===== config.mk =====
export PLATFORM = sky130hd
export DESIGN_NAME = popcount_neuron_seq
export DESIGN_NICKNAME = d
export VERILOG_FILES = /design/src/rtl/popcount_neuron_seq_pkg.sv /design/src/rtl/popcount_neuron_seq.sv
export SDC_FILE = /design/constraint.sdc
export NUM_CORES = 1
export LEC_CHECK = 0
export BUFFER_PORTS_ARGS = -buffer_cell sky130_fd_sc_hd__buf_2
export CORE_UTILIZATION = 35
export DETAILED_ROUTE_END_ITERATION = 10
export PLACE_DENSITY = 0.64
export SYNTH_ARGS = -nofsm -noshare
export SYNTH_HDL_FRONTEND = slang
export SYNTH_SLANG_ARGS = --single-unit

===== constraint.sdc =====
create_clock -name clk -period 3.3 [get_ports clk]
set_input_delay 0.165 -clock clk [delete_from_list [all_inputs] [get_ports clk]]
set_output_delay 0.165 -clock clk [all_outputs]
set_load 0.1 [all_outputs]

===== src/rtl/popcount_neuron_seq_pkg.sv =====
// Shared types and constants for the sequential popcount ternary neuron.
// Holds the FSM state encoding, the ternary activation codes and the popcount unit widths.
package popcount_neuron_seq_pkg;

    typedef enum logic [1:0] {
        IDLE = 2'd0,
        POS  = 2'd1,
        NEG  = 2'd2,
        DONE = 2'd3
    } state_t;

    localparam logic [1:0] ACT_POS  = 2'b01;
    localparam logic [1:0] ACT_NEG  = 2'b11;
    localparam logic [1:0] ACT_ZERO = 2'b00;

    localparam int PC_IN_W  = 25;
    localparam int PC_OUT_W = 5;

endpackage


===== src/rtl/popcount_neuron_seq.sv =====
// Ternary neuron that time-multiplexes one external popcount25 unit over the
// positive and negative activation chunks, then thresholds the difference.
module popcount_neuron_seq
    import popcount_neuron_seq_pkg::*;
#(
    parameter int NCHUNK = 4,
    parameter int ACCW   = (NCHUNK > 4) ? $clog2(31 * NCHUNK + 1) : $clog2(25 * NCHUNK + 1)
) (
    input  logic                          clk,
    input  logic                          rst_n,
    input  logic                          in_valid,
    output logic                          in_ready,
    input  logic [PC_IN_W*NCHUNK-1:0]     in_pos,
    input  logic [PC_IN_W*NCHUNK-1:0]     in_neg,
    input  logic [ACCW-1:0]               in_thr,
    output logic [PC_IN_W-1:0]            pc_a,
    input  logic [PC_OUT_W-1:0]           pc_out,
    output logic                          out_valid,
    input  logic                          out_ready,
    output logic [1:0]                    out_act,
    output logic                          busy
);

    localparam int VW = PC_IN_W * NCHUNK;
    localparam int KW = (NCHUNK > 1) ? $clog2(NCHUNK) : 1;

    state_t             state_reg, state_next;
    logic [VW-1:0]      pos_reg, neg_reg;
    logic [ACCW-1:0]    thr_reg, acc_pos_reg, acc_neg_reg;
    logic [KW-1:0]      k_reg;
    logic               out_valid_reg;
    logic [1:0]         act_reg, act_next;
    logic               last_chunk;
    logic signed [ACCW:0] diff, thr_s;

    assign last_chunk = (k_reg == KW'(NCHUNK - 1));

    always_ff @(posedge clk or negedge rst_n) begin
        if (!rst_n) begin
            state_reg <= IDLE;
        end else begin
            state_reg <= state_next;
        end
    end

    always_comb begin
        state_next = state_reg;
        case (state_reg)
            IDLE:    if (in_valid)                   state_next = POS;
            POS:     if (last_chunk)                 state_next = NEG;
            NEG:     if (last_chunk)                 state_next = DONE;
            DONE:    if (out_valid_reg && out_ready) state_next = IDLE;
            default:                                 state_next = IDLE;
        endcase
    end

    // Signed compare at ACCW+1 bits so both diff and -thr are representable.
    always_comb begin
        diff  = $signed({1'b0, acc_pos_reg}) - $signed({1'b0, acc_neg_reg});
        thr_s = $signed({1'b0, thr_reg});
        if (diff > thr_s) begin
            act_next = ACT_POS;
        end else if (diff < -thr_s) begin
            act_next = ACT_NEG;
        end else begin
            act_next = ACT_ZERO;
        end
    end

    // DONE spends its first cycle registering the verdict, so out_act is never combinational.
    always_ff @(posedge clk or negedge rst_n) begin
        if (!rst_n) begin
            pos_reg       <= '0;
            neg_reg       <= '0;
            thr_reg       <= '0;
            acc_pos_reg   <= '0;
            acc_neg_reg   <= '0;
            k_reg         <= '0;
            out_valid_reg <= 1'b0;
            act_reg       <= ACT_ZERO;
        end else begin
            case (state_reg)
                IDLE: begin
                    if (in_valid) begin
                        pos_reg     <= in_pos;
                        neg_reg     <= in_neg;
                        thr_reg     <= in_thr;
                        acc_pos_reg <= '0;
                        acc_neg_reg <= '0;
                        k_reg       <= '0;
                    end
                end
                POS: begin
                    acc_pos_reg <= acc_pos_reg + ACCW'(pc_out);
                    k_reg       <= last_chunk ? '0 : k_reg + KW'(1);
                end
                NEG: begin
                    acc_neg_reg <= acc_neg_reg + ACCW'(pc_out);
                    k_reg       <= last_chunk ? '0 : k_reg + KW'(1);
                end
                DONE: begin
                    if (!out_valid_reg) begin
                        out_valid_reg <= 1'b1;
                        act_reg       <= act_next;
                    end else if (out_ready) begin
                        out_valid_reg <= 1'b0;
                        act_reg       <= ACT_ZERO;
                    end
                end
                default: begin
                    out_valid_reg <= 1'b0;
                end
            endcase
        end
    end

    always_comb begin
        pc_a = '0;
        case (state_reg)
            POS:     pc_a = pos_reg[k_reg*PC_IN_W +: PC_IN_W];
            NEG:     pc_a = neg_reg[k_reg*PC_IN_W +: PC_IN_W];
            default: pc_a = '0;
        endcase
    end

    assign in_ready  = (state_reg == IDLE);
    assign busy      = (state_reg != IDLE);
    assign out_valid = out_valid_reg;
    assign out_act   = act_reg;

endmodule


After elaboration in Yosys (flattened, before gate mapping)
Index checks and enable logic that the tools add are counted.
{ "word_totals": {"input_bits": 216, "output_inout_bits": 30, "regBits": 228, "elab_cells": 59} }
{ "classes": {"add_sub_neg": 5, "mul": 1, "muxes": 18, "n_reduce_logical": 13, "order_cmp": 2, "shifts": 2, "eq_ne": 9} }
{ "ops": {"columns": ["op", "n"], "rows": [
  ["$shiftx A100 B8 Y25", 2],
  ["$pmux W25 S2", 1],
  ["$pmux W7 S2", 2],
  ["$mux W2", 10],
  ["$add A7 B5 Y7", 2],
  ["$ne A2 B2 Y1 const B", 5],
  ["$reduce_and A2 Y1", 5],
  ["$gt A8 B8 Y1", 1],
  ["$lt A8 B8 Y1", 1],
  ["$neg A7 Y8", 1],
  ["$pmux W2 S4", 1],
  ["$reduce_bool A2 Y1", 4],
  ["$sub A7 B7 Y8", 1],
  ["$mul A2 B5 Y7 const B", 1],
  ["$mux W7", 1],
  ["$eq A2 B2 Y1 const B", 3],
  ["$pmux W2 S2", 1],
  ["$reduce_and A4 Y1", 1],
  ["$add A2 B1 Y2 const B", 1],
  ["$eq A2 B1 Y1 const B", 1],
  ["$logic_not A2 Y1", 1],
  ["$mux W1", 2],
  ["$reduce_or A2 Y1", 1],
  ["$logic_and A1 B1 Y1", 1]
]} }

Depth between registers and ports, before layout
Gate-level depths: netlist of the first run.
{ "logic_depth": {"ltp_word": 5, "mapped_depth": 15, "ltp_nobuf": 15} }

Worst setup path before layout of the first run
Ideal clock, no wire load.
{ "synth_timing": {"path_kind": "register to register", "startpoint": "register acc_pos_reg[0]", "endpoint": "register act_reg[0] (netlist: out_act[0])", "setup_ns": 0.127, "t_required_ns": 3.173, "synth_period_minus_slack_ns": 3.021, "path_buffers": 0, "arrival_time_ns": 2.894, "slack_ns": 0.279, "path_stages_with_launch": 15, "cell_sequence": "dfrtp_1 inv_1 ha_1 inv_1 fa_1 a21o_1 a21oi_1 o21bai_1 a21oi_1 xnor2_1 ha_1 a31oi_1 o21a_1 mux2_4 a221o_1"} }
{ "synth_between": {"elab_chain_len": 5, "word_cells_on_any_way": 6, "classes_between": "add/sub: 1; order compare: 2; mux: 3"} }
{ "synth_lines": {"columns": ["element", "line_no", "source"], "rows": [
  ["start, declared", "popcount_neuron_seq.sv:29", "logic [ACCW-1:0] thr_reg, acc_pos_reg, acc_neg_reg;"],
  ["start signal, assigned", "popcount_neuron_seq.sv:94", "acc_pos_reg <= acc_pos_reg + ACCW'(pc_out);"],
  ["$sub A7 B7 Y8 (*)", "popcount_neuron_seq.sv:59", "diff = $signed({1'b0, acc_pos_reg}) - $signed({1'b0, acc_neg_reg});"],
  ["$lt A8 B8 Y1", "popcount_neuron_seq.sv:63", "end else if (diff < -thr_s) begin"],
  ["$mux W2", "popcount_neuron_seq.sv:63", null],
  ["$mux W2 (*)", "popcount_neuron_seq.sv:61", "if (diff > thr_s) begin"],
  ["$mux W2 (*)", "popcount_neuron_seq.sv:102", "if (!out_valid_reg) begin"],
  ["end signal, assigned", "popcount_neuron_seq.sv:104", "act_reg <= act_next;"],
  ["end, declared", "popcount_neuron_seq.sv:32", "logic [1:0] act_reg, act_next;"]
]} }
Every way passes the cells marked *; elsewhere a longest branch is shown, timed or not.
A chain may end at the register's enable or synchronous reset.

Worst setup path in the final report of the first run
{ "layout_timing": {"startpoint": "register acc_pos_reg[1]", "endpoint": "register act_reg[0] (netlist: out_act[0])"} }
The elaborated chain is that of the path after synthesis.

==> impl_metrics.py, run 1 <==
metrics = {
    "status": {
        "outcome": "finished clean",
    },
    "finish": {
        "seqCellArea_um2": 5710,
        "layout_commonest_cell": "buf_2",
        "drive_above_1_share_pct": 34.7,
        "final_net_count": 1514,
        "multi_input_area_um2": 5510,
        "final_cell_mix": "244 x buf_2, 226 x dfrtp_1, 210 x dlygate4sd3_1",
        "fin_util_pct": 50.6,
        "n_fill_cell": 2790,
        "area_growth_pct": 42.0,
    },
    "sta": {
        "hold_viol": 0,
        "setup_viol": 0,
        "finalCriticalPeriod_ns": 3.09,
        "drv_slew": 0,
        "period_share_pct": 93.5,
        "fmax_ghz": 0.324,
        "clock-skew-final_ns": 0.0165,
        "rsz0062_at_grt": "no",
        "whs_ns": 0.0924,
        "worstMarginPinSlew_ns": 0.740,
        "setup_tns_ns": 0,
        "slew_headroom_pct": 50.2,
    },
    "global_route": {
        "grt_max_degree": 109,
        "grt_pass1_vias": 9195,
        "grt_pass1_wl_um": 48700,
        "track_usage_pct": 18.2,
        "overflow": 0,
        "antenna_found_initial": 5,
    },
    "placement": {
        "place.gp.congestion": 0.844,
        "portBuffers": 245,
        "place_hpwl_um": 19600,
    },
    "synthesis": {
        "synth-seq-area-share_pct": 49.2,
        "ys_types": 44,
        "syn_avg_cell_area_um2": 14.6,
        "netlist_instances": 796,
        "ys_ff_latch": 228,
        "netlist_area_um2": 11600,
        "ys_warn_count": 0,
        "synth_fp_nets": 1052,
    },
    "critical_path": {
        "cp.arrival_ns": 3.52,
        "crit_path_end_kind": "register",
        "critPathKind": "reg2reg",
        "critPathSlowestCell": "dfrtp_1",
        "crit_family": "compound AO/OA/AOI/OAI gates",
        "cp_max_fo": 5,
        "worst-path-buf-inv": 0,
        "cp_cell_sequence": "ha_1 > nor2b_1 > o21a_1 > o21ai_2 > nand2b_1 > a21oi_1 > xnor2_1 > ha_1 > a21o_1 > a31oi_1 > o21a_1 > mux2_4 > a221o_1",
        "worstPathRequired_ns": 3.74,
        "start_kind": "register",
        "max_stage_delay_ns": 0.46,
    },
    "drt": {
        "wl_per_cell_um": 17.6,
        "dr.first_iter.drc_count": 242,
        "dr_total_vias": 8300,
        "final_antenna_net_count": 0,
        "drc": 0,
        "routed_via_density": 4.80,
        "drt-pass1-iter-count": 4,
        "routed_wl_um": 30400,
    },
    "floorplan": {
        "die_w_um": 184,
        "core-area_um2": 32500,
        "io_pins": 246,
        "fp.dieH_um": 184,
        "start_util_pct": 35.6,
        "dieArea_um2": 33900,
        "rows": 66,
    },
    "cts": {
        "cts_max_path_buffers": 3,
        "insertion_delay_ns": 0.56,
        "cts_max_level": 1,
        "cts_sinks": 228,
        "cts-root-buf": "clkbuf_16",
        "path_clk_slew_ns": 0.06,
        "cts_tree": "built",
        "cts_buffers": 29,
    },
    "power": {
        "peakVddDrop_v": 0.000931,
        "total_power_mw": 18.4,
        "p_per_area_nw_per_um2": 1120,
        "p_leak_nw": 7.48,
    },
    "flow_run": {
        "cap_violations": 0,
    },
    "min_path": {
        "hold_class": "in2reg",
    },
}
power by group:
group          leakage, nW  internal (mW)  total [mW]  switching [mW]
Combinational         4.26           4.01        9.82            5.82
Sequential            2.71           4.23        5.17           0.947
Clock                0.506           2.17        3.43            1.26
cell type report:
cell class | count | area share, %
sequential | 228 | 34.7
inverter | 23 | 0.524
tap | 442 | 3.36
antenna | 5 | 0.0760
clock inverter | 10 | 1.19
multi-input combinational | 500 | 33.5
clock buffer | 44 | 5.17
timing repair buffer | 476 | 21.5
per-layer routing:
layer,vias up,part of all wire (%),global-route usage (%)
met4,0,2.0,4.53
li1,3886,-,-
met3,43,6.1,4.38
met1,4145,43,23.2
met5,-,0,0
met2,226,49,31.1
cell families (layout without fill, tap and decap cells):
group	count (synthesis)	count (layout)	synth area share [%]
DFF	228	228	49.2
and+or+nand+nor	88	88	3.83
AOI/OAI and AO/OA	67	67	4.02
muxes	290	290	33.8
buffers and inverters	68	553	3.54
other	0	5	0
xor gates and xnor gates	15	15	1.13
adders and majority gates	40	40	4.51
through the flow:
stage          worst slack, ns  area [µm²]  std cells
2_1_floorplan            0.279       11600        796
3_3_place_gp             0.107       13300       1455
3_5_place_dp            0.0490       13300       1455
4_1_cts                 0.0458       16400       1719
5_1_grt                 0.0159       16500       1728
6_report                 0.213       16500       1728
synth_stat cells:
| cell type | number | area (µm²) |
|---|---|---|
| dfrtp_1 | 228 | 5710 |
| mux2_1 | 109 | 1230 |
| mux2_2 | 100 | 1130 |
| ha_1 | 37 | 463 |
| mux4_1 | 32 | 841 |
| mux2i_1 | 30 | 300 |
| nor2b_1 | 30 | 188 |
| inv_1 | 23 | 86.3 |
| nand2_1 | 23 | 86.3 |
| buf_2 | 22 | 110 |
| mux4_2 | 18 | 405 |
| o21ai_0 | 17 | 85.1 |
| nor2_1 | 16 | 60.1 |
| buf_6 | 15 | 169 |
| a21oi_1 | 12 | 60.1 |
| xnor2_1 | 11 | 96.3 |
| a21o_1 | 7 | 52.6 |
| nor3_1 | 5 | 25.0 |
| a32o_1 | 4 | 40.0 |
| buf_4 | 4 | 30.0 |
| clkbuf_1 | 4 | 15.0 |
| nand3_1 | 4 | 20.0 |
| o21a_1 | 4 | 30.0 |
| o21ai_2 | 4 | 35.0 |
| xor2_1 | 4 | 35.0 |
| a211oi_1 | 3 | 22.5 |
| a32oi_1 | 3 | 26.3 |
| fa_1 | 3 | 60.1 |
| nand2b_1 | 3 | 18.8 |
| o31ai_1 | 3 | 22.5 |
| a311o_1 | 2 | 20.0 |
| nand4_1 | 2 | 12.5 |
| nor3b_1 | 2 | 15.0 |
| o21bai_1 | 2 | 15.0 |
| a2111oi_2 | 1 | 15.0 |
| a21bo_2 | 1 | 10.0 |
| a21oi_2 | 1 | 8.76 |
| a221o_1 | 1 | 10.0 |
| a31oi_1 | 1 | 6.26 |
| mux2_4 | 1 | 15.0 |
| nand2_2 | 1 | 6.26 |
| nor2_2 | 1 | 6.26 |
| nor4_1 | 1 | 6.26 |
| o211ai_1 | 1 | 7.51 |
what timing repair did:
item                                    4_1_cts  5_1_grt
endpoints found under the setup margin        0        1
hold endpoints to repair                    270        0
buffers inserted                              0        4
hold buffers                                210        0
resized for setup                             0        2
path summary, 6_finish.rpt:
check / start / end / slack, ns / depth (start not counted)
max: acc_pos_reg[1] / out_act[0] / 0.21 / 13
min: in_valid / acc_neg_reg[3] / 0.09 / 3
max reg2reg: acc_pos_reg[1] / out_act[0] / 0.21 / 13
min reg2reg: pos_reg[53] / pos_reg[53] / 0.48 / 1
max in group asynchronous: rst_n / pos_reg[34] / 2.27 / 3
min in group asynchronous: rst_n / thr_reg[5] / 0.13 / 2
worst min-delay path, stage by stage:
cell and delay [ns]:
buf_2 0.25, o211ai_1 0.12, nand2_1 0.06
(Power assumes the default switching activity.)
==> run 2: changes to the inputs <==
--- a/config.mk
+++ b/config.mk
@@ -6,9 +6,9 @@
 export NUM_CORES = 1
 export LEC_CHECK = 0
 export BUFFER_PORTS_ARGS = -buffer_cell sky130_fd_sc_hd__buf_2
-export CORE_UTILIZATION = 35
+export CORE_UTILIZATION = 55
 export DETAILED_ROUTE_END_ITERATION = 10
-export PLACE_DENSITY = 0.64
+export PLACE_DENSITY = 0.89
 export SYNTH_ARGS = -nofsm -noshare
 export SYNTH_HDL_FRONTEND = slang
 export SYNTH_SLANG_ARGS = --single-unit
==> run 2 against run 1 <==
Routed wire length grew 23%. Register-to-register slack lost 0.03 ns. First-iteration DRC count grew 120%. Maximum frequency shrank 1.1%. Clock-buffer cell count shrank 10. Die area shrank 36%. Global-route usage grew 17 points. Clock skew grew 0.013 ns. Design area shrank 2.4%. Sequential share of layout area grew 0.85 points. Clock power shrank 7.6%. Sequential power grew 5.2%.
==> impl_metrics.py, run 2 (same netlist as run 1, synthesis figures left out) <==
metrics = {
    "status": {
        "outcome": "finished clean",
    },
    "critical_path": {
        "reg2reg_to": "out_act[0]",
        "crit_path_end_kind": "register",
        "critPathKind": "reg2reg",
        "cp_max_fo": 3,
        "start_kind": "register",
        "cp.arrival_ns": 3.52,
        "r2r_slack_ns": 0.18,
        "r2r-start": "acc_pos_reg[0]",
        "worstPathRequired_ns": 3.70,
        "r2r.worst_path.cells": 14,
    },
    "drt": {
        "drt-pass1-iter-count": 7,
        "dr.first_iter.drc_count": 536,
        "drc": 0,
        "final_antenna_net_count": 0,
        "routed_via_density": 5.87,
        "dr_total_vias": 9060,
        "routed_wl_um": 37300,
        "wl_per_cell_um": 24.2,
    },
    "finish": {
        "area_growth_pct": 38.6,
        "layout_commonest_cell": "buf_2",
        "multi_input_area_um2": 5510,
        "final_cell_mix": "244 x buf_2, 225 x dfrtp_1, 208 x dlygate4sd3_1",
        "drive_above_1_share_pct": 34.3,
        "stdcell_count": 1544,
        "n_fill_cell": 1067,
        "seqCellArea_um2": 5710,
        "final_net_count": 1502,
    },
    "power": {
        "intPower_mw": 10.2,
        "p_clk_share_pct": 16.9,
        "switching_share_pct": 45.9,
        "p_per_area_nw_per_um2": 1170,
        "p_leak_nw": 7.38,
        "peakVddDrop_v": 0.000905,
        "switching_power_mw": 8.62,
        "pwr-share-comb_pct": 54.1,
        "power_frac_seq_pct": 29.0,
    },
    "global_route": {
        "antenna_found_initial": 10,
        "grt_pass1_vias": 10300,
        "overflow": 0,
        "grt_max_degree": 97,
        "track_usage_pct": 35.4,
        "grt_pass1_wl_um": 57800,
    },
    "placement": {
        "portBuffers": 245,
        "place_hpwl_um": 18700,
        "place.gp.congestion": 0.830,
        "pre_cts_slack_ns": 0.0839,
        "dp_cells": 1279,
    },
    "cts": {
        "cts-root-buf": "clkbuf_16",
        "cts_buffers": 25,
        "insertion_delay_ns": 0.55,
        "cts_max_path_buffers": 3,
        "cts_sinks": 228,
        "path_clk_slew_ns": 0.06,
        "cts_max_level": 1,
        "cts_tree": "built",
    },
    "sta": {
        "setup_viol": 0,
        "drv_slew": 0,
        "period_share_pct": 94.6,
        "fmax_ghz": 0.320,
        "whs_ns": 0.0192,
        "setup_ws_ns": 0.179,
        "finalCriticalPeriod_ns": 3.12,
        "setup_tns_ns": 0,
        "worstMarginPinSlew_ns": 1.06,
        "slew_headroom_pct": 29.5,
        "clock-skew-final_ns": 0.0291,
        "rsz0062_at_grt": "no",
        "hold_viol": 0,
    },
    "floorplan": {
        "die_w_um": 147,
        "dieArea_um2": 21700,
        "core-area_um2": 20400,
        "start_util_pct": 56.8,
        "fp.dieH_um": 147,
        "io_pins": 246,
        "rows": 52,
    },
    "flow_run": {
        "cap_violations": 0,
    },
    "min_path": {
        "min_to": "out_valid",
        "hold_class": "in2reg",
        "hold_start": "out_ready",
        "holdPathStages": 3,
    },
}
[run 2: area by class of cell]
class                      count  area share, %
antenna                       10          0.156
multi-input combinational    500           34.3
inverter                      23          0.537
timing repair buffer         468           21.7
clock inverter                11           1.41
sequential                   228           35.5
tap                          270           2.10
clock buffer                  34           4.29
[run 2: worst max-delay path: stages, from the launching register on]
cell and delay [ns]:
dfrtp_1 0.39, inv_1 0.06, ha_1 0.17, inv_1 0.06
fa_2 0.35, a21o_1 0.18, a21oi_2 0.17, o21bai_1 0.08
a21oi_1 0.18, xnor2_1 0.17, ha_1 0.28, a31oi_1 0.17
o21a_1 0.19, mux2_4 0.30, a221o_1 0.25
[run 2: worst max path at each step]
stage / startpoint / to / slack (ns) / cells past startpoint
final: acc_pos_reg[0] / out_act[0] / 0.18 / 14
after global routing: acc_pos_reg[0] / out_act[0] / 0.006 / 14
after CTS: acc_pos_reg[0] / out_act[0] / 0.07 / 14
after detailed placement: acc_pos_reg[0] / out_act[0] / 0.08 / 14
after global placement: acc_pos_reg[0] / out_act[0] / 0.15 / 14
after floorplan: acc_pos_reg[0] / out_act[0] / 0.28 / 14
[run 2: metrics by stage]
step           util (%)  power (mW)  cell area, µm²
2_1_floorplan         -        12.8           11600
3_5_place_dp       63.8        14.7           13000
4_1_cts            78.4        18.1           16000
5_1_grt            78.7        19.6           16100
6_report           78.7        18.8           16100
3_3_place_gp       63.8        14.2           13000
[run 2: per-layer routing]
metal  part of all wire (%)  GRT usage (%)  vias to the layer above
met2                     52           61.3                      523
met4                    6.0           21.2                        0
met5                      0              0                        -
met3                    7.0           7.48                      174
met1                     35           40.2                     4502
li1                       -              -                     3861
[run 2: power groups by stage]
stage	Clock, mW	Sequential [mW]	Combinational [mW]
2_1_floorplan	0	4.83	7.94
3_3_place_gp	0	5.10	9.11
3_5_place_dp	0	5.23	9.43
4_1_cts	3.14	5.22	9.78
5_1_grt	3.32	5.55	10.7
6_report	3.17	5.44	10.2
[run 2: repair_timing]
| action | in CTS | in global routing |
|---|---|---|
| hold buffers | 208 | 0 |
| hold endpoints to repair | 299 | 0 |
| buffers inserted | 0 | 2 |
| endpoints found under the setup margin | 0 | 1 |
| resized for setup | 0 | 4 |
==> run 3: changes to the inputs <==
--- a/config.mk
+++ b/config.mk
@@ -6,7 +6,10 @@
 export NUM_CORES = 1
 export LEC_CHECK = 0
 export BUFFER_PORTS_ARGS = -buffer_cell sky130_fd_sc_hd__buf_2
-export CORE_UTILIZATION = 55
+export CAP_MARGIN = 30
+export CELL_PAD_IN_SITES_DETAIL_PLACEMENT = 1
+export CELL_PAD_IN_SITES_GLOBAL_PLACEMENT = 1
+export CORE_UTILIZATION = 45
 export DETAILED_ROUTE_END_ITERATION = 10
 export PLACE_DENSITY = 0.89
 export SYNTH_ARGS = -nofsm -noshare
==> run 3 against run 2 <==
Sequential share of layout area decreased by 0.24 points. Clock skew decreased by 0.018 ns. Die area grew 22%. Non-clock buffer count increased by 2. Largest cell class unchanged. Highest routed layer is now met5.
==> impl_metrics.py, run 3 (same netlist as run 1, synthesis figures left out) <==
metrics = {
    "cts": {
        "cts_sinks": 228,
        "path_clk_slew_ns": 0.07,
        "cts_buffers": 26,
        "cts_tree": "built",
        "cts-root-buf": "clkbuf_16",
        "insertion_delay_ns": 0.54,
        "cts_max_level": 1,
        "cts_max_path_buffers": 3,
    },
    "placement": {
        "dp_cells": 1340,
        "place.gp.congestion": 0.800,
        "placed_area_um2": 13100,
        "portBuffers": 245,
        "pre_cts_slack_ns": 0.0253,
        "place_hpwl_um": 22200,
    },
    "finish": {
        "stdcell_count": 1604,
        "final_net_count": 1505,
        "layout_commonest_cell": "buf_2",
        "drive_above_1_share_pct": 34.7,
        "final_cell_mix": "244 x buf_2, 225 x dfrtp_1, 209 x dlygate4sd3_1",
        "final_cell_area_um2": 16200,
        "fin_util_pct": 64.1,
        "area_growth_pct": 39.6,
    },
    "floorplan": {
        "io_pins": 246,
        "dieArea_um2": 26400,
        "die_w_um": 163,
        "core-area_um2": 25300,
        "rows": 58,
        "start_util_pct": 45.9,
        "fp.dieH_um": 163,
    },
    "status": {
        "outcome": "finished clean",
    },
    "drt": {
        "routed_wl_um": 44600,
        "final_antenna_net_count": 0,
        "dr_total_vias": 9159,
        "drc": 0,
        "routed_via_density": 5.71,
        "wl_per_cell_um": 27.8,
        "dr.first_iter.drc_count": 636,
        "drt-pass1-iter-count": 5,
    },
    "sta": {
        "hold_viol": 0,
        "slew_headroom_pct": 36.2,
        "setup_ws_ns": 0.0518,
        "setup_tns_ns": 0,
        "fmax_ghz": 0.308,
        "whs_ns": 0.0305,
        "worstMarginPinSlew_ns": 0.957,
        "drv_slew": 0,
        "setup_viol": 0,
        "period_share_pct": 98.4,
        "rsz0062_at_grt": "yes",
        "clock-skew-final_ns": 0.0113,
        "finalCriticalPeriod_ns": 3.25,
    },
    "critical_path": {
        "r2r.worst_path.cells": 14,
        "critPathKind": "reg2out",
        "r2r_slack_ns": 0.12,
        "start_kind": "register",
        "cp.arrival_ns": 3.08,
        "cp_max_fo": 14,
        "reg2reg_to": "out_act[0]",
        "crit_path_end_kind": "output port",
        "r2r-start": "acc_neg_reg[1]",
        "worstPathRequired_ns": 3.13,
    },
    "global_route": {
        "overflow": 0,
        "grtUsageMet3_pct": 7.79,
        "grt_use_met1_pct": 38.5,
        "grt.busiest_layer": "met2",
        "track_usage_pct": 34.4,
        "grt_pass1_vias": 10900,
        "grt_max_degree": 120,
        "antenna_found_initial": 9,
        "use_met2_pct": 59.3,
        "grt_pass1_wl_um": 66600,
    },
    "power": {
        "p_leak_nw": 7.40,
        "switching_power_mw": 9.16,
        "pwr-share-comb_pct": 54.9,
        "power_frac_seq_pct": 28.5,
        "peakVddDrop_v": 0.000794,
        "total_power_mw": 19.4,
        "switching_share_pct": 47.3,
        "intPower_mw": 10.2,
        "p_per_area_nw_per_um2": 1200,
        "p_clk_share_pct": 16.6,
    },
    "flow_run": {
        "cap_violations": 0,
    },
    "min_path": {
        "hold_start": "pc_out[0]",
        "hold_class": "in2reg",
        "holdPathStages": 3,
        "min_to": "acc_pos_reg[0]",
    },
}
## run 3: layer usage
layer,part of all wire (%),wire (µm),vias to the layer above
met1,37,16400,4677
li1,-,-,3854
met4,6.1,2720,2
met3,6.0,2670,161
met5,0.029,13,-
met2,51,22800,465
## run 3: how the worst max path moves through the flow
stage               cells after the start           start          to
global placement                       14  acc_pos_reg[0]  out_act[0]
finish                                  5    state_reg[0]    pc_a[13]
detailed placement                     14  acc_pos_reg[0]  out_act[0]
global route                           14  acc_neg_reg[1]  out_act[0]
CTS                                    14  acc_pos_reg[0]  out_act[0]
floorplan                              14  acc_pos_reg[0]  out_act[0]
## run 3: power by group through the flow
| stage | clock [mW] | sequential, mW | combinational [mW] |
|---|---|---|---|
| 5_1_grt | 3.34 | 5.60 | 11.1 |
| 3_5_place_dp | 0 | 5.26 | 9.73 |
| 6_report | 3.20 | 5.52 | 10.6 |
| 4_1_cts | 3.15 | 5.24 | 10.0 |
| 3_3_place_gp | 0 | 5.15 | 9.21 |
| 2_1_floorplan | 0 | 4.83 | 7.94 |
## run 3: layout make-up
class / instances / area (µm²)
clock buffer: 40 / 805
tap: 330 / 413
multi-input combinational: 500 / 5520
sequential: 228 / 5710
fill: 2436 / 9070
antenna: 7 / 17.5
timing repair buffer: 470 / 3520
inverter: 23 / 86.3
clock inverter: 6 / 113
## run 3: critical path: stages (launching register included)
cell and delay, ns:
dfrtp_1 0.40, inv_1 0.11, ha_1 0.81, buf_4 0.34
nor2b_1 0.36, buf_2 0.52
## run 3: timing repair
item                                    CTS  global route
gates resized for setup                   0             7
hold buffers                            209             0
endpoints found under the hold margin   324             0
buffers inserted                          0             2
endpoints found under the setup margin    0             1
